[config.mk]
export PLATFORM = sky130hd
export DESIGN_NAME = inst_fetch_unit
export DESIGN_NICKNAME = d
export VERILOG_FILES = /design/src/rtl/inst_fetch_unit.sv
export SDC_FILE = /design/constraint.sdc
export NUM_CORES = 1
export LEC_CHECK = 0
export ABC_AREA = 1
export CORE_ASPECT_RATIO = 1.75
export CORE_MARGIN = 10
export CORE_UTILIZATION = 25
export DETAILED_ROUTE_END_ITERATION = 8
export PLACE_DENSITY_LB_ADDON = 0.12
export SYNTH_ARGS = -nofsm -noshare
export SYNTH_HDL_FRONTEND = slang
export SYNTH_SLANG_ARGS = --single-unit
[constraint.sdc]
create_clock -name clk -period 5.55 [get_ports clk]
set_input_delay 1.3875 -clock clk [delete_from_list [all_inputs] [get_ports clk]]
set_output_delay 1.3875 -clock clk [all_outputs]
set_load 0.005 [all_outputs]
[src/rtl/inst_fetch_unit.sv]
// -----------------------------------------------------------------------------
// inst_fetch_unit
//
// Instruction fetch unit for the single-cycle RISC-V core. Drives the fetch
// address to the instruction memory, captures the combinational instruction
// word that comes back, and queues {pc, instruction} pairs in a small prefetch
// FIFO. Decode drains the FIFO with a valid/ready handshake. A taken
// branch/jump redirects the fetch PC and flushes everything queued so far.
//
// Parameters
//   RESET_PC    PC loaded on reset (bits [1:0] must be zero)
//   FIFO_DEPTH  prefetch entries (power of two, >= 2)
//
// Ports
//   clk              single clock, all state updates on the rising edge
//   reset            asynchronous, active-high reset
//   inst_Addr        fetch address to instruction memory (pure register output)
//   instruction      word returned by instruction memory for inst_Addr
//   fetch_en         1 allows new fetches, 0 freezes the fetch PC
//   redirect_valid   branch/jump taken this cycle (flushes and reloads PC)
//   redirect_target  new PC; bits [1:0] are ignored and forced to 00
//   out_valid        head entry available to decode
//   out_ready        decode accepts the head entry
//   out_instr        head instruction (0 when empty)
//   out_pc           head PC (0 when empty)
//   fifo_count       registered number of occupied entries
// -----------------------------------------------------------------------------
module inst_fetch_unit #(
  parameter logic [31:0] RESET_PC   = 32'h0000_0000,
  parameter int          FIFO_DEPTH = 4
) (
  input  logic                          clk,
  input  logic                          reset,
  output logic [31:0]                   inst_Addr,
  input  logic [31:0]                   instruction,
  input  logic                          fetch_en,
  input  logic                          redirect_valid,
  input  logic [31:0]                   redirect_target,
  output logic                          out_valid,
  input  logic                          out_ready,
  output logic [31:0]                   out_instr,
  output logic [31:0]                   out_pc,
  output logic [$clog2(FIFO_DEPTH):0]   fifo_count
);

  localparam int PTR_W = $clog2(FIFO_DEPTH);
  localparam int CNT_W = PTR_W + 1;

  localparam logic [CNT_W-1:0] DEPTH_CNT = CNT_W'(FIFO_DEPTH);

  // One FIFO entry: the PC it was fetched from plus the returned word.
  typedef struct packed {
    logic [31:0] pc;
    logic [31:0] instr;
  } entry_t;

  // ---------------------------------------------------------------------------
  // State
  // ---------------------------------------------------------------------------
  logic [31:0]      fetch_pc_q, fetch_pc_d;
  logic [PTR_W-1:0] wr_ptr_q,   wr_ptr_d;
  logic [PTR_W-1:0] rd_ptr_q,   rd_ptr_d;
  logic [CNT_W-1:0] count_q,    count_d;
  entry_t           mem_q [FIFO_DEPTH];

  // ---------------------------------------------------------------------------
  // Handshake and per-cycle control
  // ---------------------------------------------------------------------------
  logic not_empty;
  logic full;
  logic pop;
  logic push;
  entry_t head;

  assign not_empty = (count_q != '0);
  assign full      = (count_q == DEPTH_CNT);

  // Gated by redirect so decode never consumes an entry that is being flushed
  // in the same cycle.
  assign out_valid = not_empty & ~redirect_valid;
  assign pop       = out_valid & out_ready;

  // A pop frees a slot in the same cycle, so a full FIFO can still accept a
  // push when decode is draining it.
  assign push      = fetch_en & ~redirect_valid & (~full | pop);

  assign head      = mem_q[rd_ptr_q];
  assign out_pc    = not_empty ? head.pc    : 32'h0;
  assign out_instr = not_empty ? head.instr : 32'h0;

  assign inst_Addr  = fetch_pc_q;
  assign fifo_count = count_q;

  // The low target bits are architecturally ignored; fold them into a
  // deliberately unused net so the intent is explicit.
  logic unused_target_lsbs;
  assign unused_target_lsbs = ^redirect_target[1:0];

  // ---------------------------------------------------------------------------
  // Next-state logic
  // ---------------------------------------------------------------------------
  // NOTE: every combinational output gets a default before any branch, so no
  // path leaves a signal unassigned and no latch is inferred.
  always_comb begin
    fetch_pc_d = fetch_pc_q;
    wr_ptr_d   = wr_ptr_q;
    rd_ptr_d   = rd_ptr_q;
    count_d    = count_q;

    if (redirect_valid) begin
      // Redirect wins over everything: flush and reload the PC.
      fetch_pc_d = {redirect_target[31:2], 2'b00};
      wr_ptr_d   = '0;
      rd_ptr_d   = '0;
      count_d    = '0;
    end else begin
      if (push) begin
        // 32-bit add wraps naturally from FFFF_FFFC to 0000_0000.
        fetch_pc_d = fetch_pc_q + 32'd4;
        // Power-of-two depth: pointer overflow is the modulo wrap.
        wr_ptr_d   = wr_ptr_q + 1'b1;
      end
      if (pop) begin
        rd_ptr_d = rd_ptr_q + 1'b1;
      end
      unique case ({push, pop})
        2'b10:   count_d = count_q + 1'b1;
        2'b01:   count_d = count_q - 1'b1;
        default: count_d = count_q;
      endcase
    end
  end

  // ---------------------------------------------------------------------------
  // Control registers
  // ---------------------------------------------------------------------------
  // NOTE: sequential state uses non-blocking assignments so every register
  // samples the pre-edge values regardless of statement order.
  always_ff @(posedge clk or posedge reset) begin
    if (reset) begin
      fetch_pc_q <= RESET_PC;
      wr_ptr_q   <= '0;
      rd_ptr_q   <= '0;
      count_q    <= '0;
    end else begin
      fetch_pc_q <= fetch_pc_d;
      wr_ptr_q   <= wr_ptr_d;
      rd_ptr_q   <= rd_ptr_d;
      count_q    <= count_d;
    end
  end

  // ---------------------------------------------------------------------------
  // Entry storage
  // ---------------------------------------------------------------------------
  // NOTE: the storage array is not reset; count_q alone decides which entries
  // are meaningful, and the outputs are forced to zero while it is zero.
  always_ff @(posedge clk) begin
    if (push) begin
      mem_q[wr_ptr_q] <= '{pc: fetch_pc_q, instr: instruction};
    end
  end

endmodule

==> out/metrics.csv <==
metric,value,unit
hold wc startpoint,wr_ptr_q[1],
Worst Setup End Kind,output port,
Post-DP HPWL,24200,um
Post-synth EDFFs,248,
Clock power frac,0.326,
RSZ-0062 raised after global routing,false,
synthesized area,0.0124,sq mm
Finished Layout Cells,2021,
CP startpoint,rd_ptr_q[0],
TritonCTS clock tree,yes,
Crit Path Class,reg2out,
DRC viols,0,
CP endpoint,out_pc[22],
Root Buffer,clkbuf_16,
NetSw,1860,uW
CORE AREA,0.0493,sq mm
CP max stage delay,790,ps
P_int,4390,uW
Netlist cell types,32,
Final #Nets,1413,
slowest cell on the critical path,buf_4,
worst hold stages,2,
Reg2Reg Setup Slack,3420,ps
Slew Limit Fails,0,
layout cells sized above 1,0.0654,
critical path launch point type,flip-flop,
r2r endpoint,inst_Addr[28],
Seq pwr share,0.426,
die span in x,188,um
outcome,"complete, no violations",
CP required,4160,ps
postcts setup bufs,0,
cells after synthesis,1186,
CP cell instances,clkinv_2 -> buf_4 -> o21ai_0 -> a21oi_1 -> clkdlybuf4s50_1,
Slew HR,0.295,
"Top FF cell, synth",edfxtp_1,
number of global-route vias before repair,9176,
Fin Setup TNS,0,ps
fmax,0.213,GHz
Sw Share,0.298,
grt ovf,0,
global placement routability congestion,0.875,
Antenna Nets Post-Route,0,
# rows,108,
die area,0.0593,sq mm
Vias,8841,
post-cts resize count,0,
critical path data arrival time,3300,ps
Total Wirelength,38800,um
final setup skew,10.2,ps
Num CTS Buffers,30,
endpoints failing setup,0,
Ports,169,
largest net degree at the start of global routing,100,
syn avg cell area,10.5,sq um
layout overhead on the synthesized area,27.1,%
H-tree Lvls,1,
total clock sinks,285,
hold_buf cts,0,
DP Cell Count,1966,
reg2reg start,inst_Addr[11],
"Hold Vio Cnt, Final",0,
initial DRC count,366,
drt pass-1 iters,4,
fraction of registers with async set or reset after synthesis,0.130,
DR vias/cell,4.37,
maxcap violations,0,
Worst IR Drop VDD,219,uV
minimum clock period,4690,ps
Gate power share,0.248,
"FF+latch count, synth",285,
yosys warns,0,
Buffers on Ports,162,
initial antenna violation count,0,
die height,315,um
Worst-path clk slew,70,ps
CP max FO,99,
n_diodes,0,
Hold Crit Class,reg2reg,
Power Density,396,mW/mm^2
Worst Reg-to-Reg Cells,9,
Total GRT Usage,0.128,
Final Cycle Share,0.845,
Worst-Margin Slew,1060,ps
"Seq/Total Area, Yosys",0.675,
Avg WL per Cell,19.2,um
LEAKAGE,0.00562,uW
first-pass GRT wire length,57800,um
CTS max path bufs,3,
worst skew pair latency,560,ps
Initial Util,0.252,
## stage by stage
stage          instance area, sq um  hold slack [ps]  total power, uW   util  setup WS, ps
6_report                      15800              650             6250  0.320           858
5_1_grt                       15800              679             6600  0.320           593
4_1_cts                       15800              650             6390  0.320           674
3_5_place_dp                  14800              639             4320  0.299          1250
3_3_place_gp                  14800              633             4310  0.299          1250
2_1_floorplan                 12400              559             3370      -           454
## flip-flops by register name (all words and copies together), names as in the netlist
signal / cells
mem_q: 248
rd_ptr_q: 2
fifo_count: 3
inst_Addr: 30
wr_ptr_q: 2
## metal layers
metal / part of all wire / wire, um / vias to the layer above / global-route usage
li1: - / - / 4310 / -
met1: 0.39 / 15200 / 4287 / 0.137
met2: 0.53 / 20400 / 191 / 0.240
met3: 0.044 / 1730 / 53 / 0.0236
met4: 0.037 / 1430 / 0 / 0.0516
met5: 0 / 0 / - / 0
## worst max-delay path, delay by kind of cell (launching register included)
kind                   cells  cell delay, ps
AOI/OAI and AO/OA          2             550
DFF                        1             670
buffers and inverters      3            1470
## worst min path at each step
stage / endpoint / slack, ps
after floorplan: mem_q[0][63] / 560
after global placement: wr_ptr_q[0] / 630
after detailed placement: wr_ptr_q[1] / 640
after CTS: wr_ptr_q[1] / 650
after global routing: wr_ptr_q[1] / 680
final: wr_ptr_q[1] / 650
## layout make-up
type | instances | area [sq um]
repair buffers | 178 | 1820
clock inverters | 14 | 156
multi-input cells | 788 | 3540
well taps | 660 | 826
fillers | 5079 | 33600
clock buffers | 41 | 843
flip-flops and latches | 285 | 8380
inverters | 55 | 210
## placed cells by master, fill, tap and decap left out, types with 4 or more instances in the layout
cell type / instances
nor2_1: 293
edfxtp_1: 248
nand2_1: 193
clkdlybuf4s50_1: 162
o21ai_0: 118
a21oi_1: 62
nand3_1: 56
inv_1: 49
dfrtp_1: 35
clkbuf_16: 31
o21ai_1: 10
buf_4: 10
nor2_4: 7
nor2_2: 7
xnor2_1: 7
clkbuf_1: 7
nand4_1: 6
buf_12: 6
o21bai_1: 5
clkinv_1: 5
ha_1: 5
xor2_1: 4
conb_1: 4
## power by group through the flow
stage | clock network (uW) | logic [uW] | registers (uW)
after floorplan | 0 | 745 | 2630
after global placement | 0 | 1600 | 2710
after detailed placement | 0 | 1610 | 2710
after CTS | 2110 | 1620 | 2670
after global routing | 2180 | 1730 | 2690
final | 2040 | 1550 | 2660
## logic make-up (layout without fill, tap and decap cells)
kind of cell,count (synthesis),after routing,share of synthesized area
and+or+nand+nor,569,569,0.185
DFF,285,285,0.675
AOI/OAI and AO/OA,198,198,0.0818
buffers and inverters,116,288,0.0437
xor gates and xnor gates,11,11,0.00776
adders and majority gates,6,6,0.00665
other,1,4,0.000302
## cell usage after synthesis, drive strengths merged (4+ instances only)
cell type | count | area [sq um]
o21ai | 128 | 641
o21bai | 5 | 37.5
nand4 | 6 | 37.5
dfrtp | 37 | 926
nand3 | 57 | 290
edfxtp | 248 | 7450
clkbuf | 22 | 82.6
buf | 39 | 250
nor2 | 307 | 1190
xor2 | 4 | 35.0
inv | 54 | 205
ha | 5 | 62.6
nand2 | 199 | 777
a21oi | 62 | 310
xnor2 | 7 | 61.3
No activity file was read; power rests on OpenSTA's default activity.
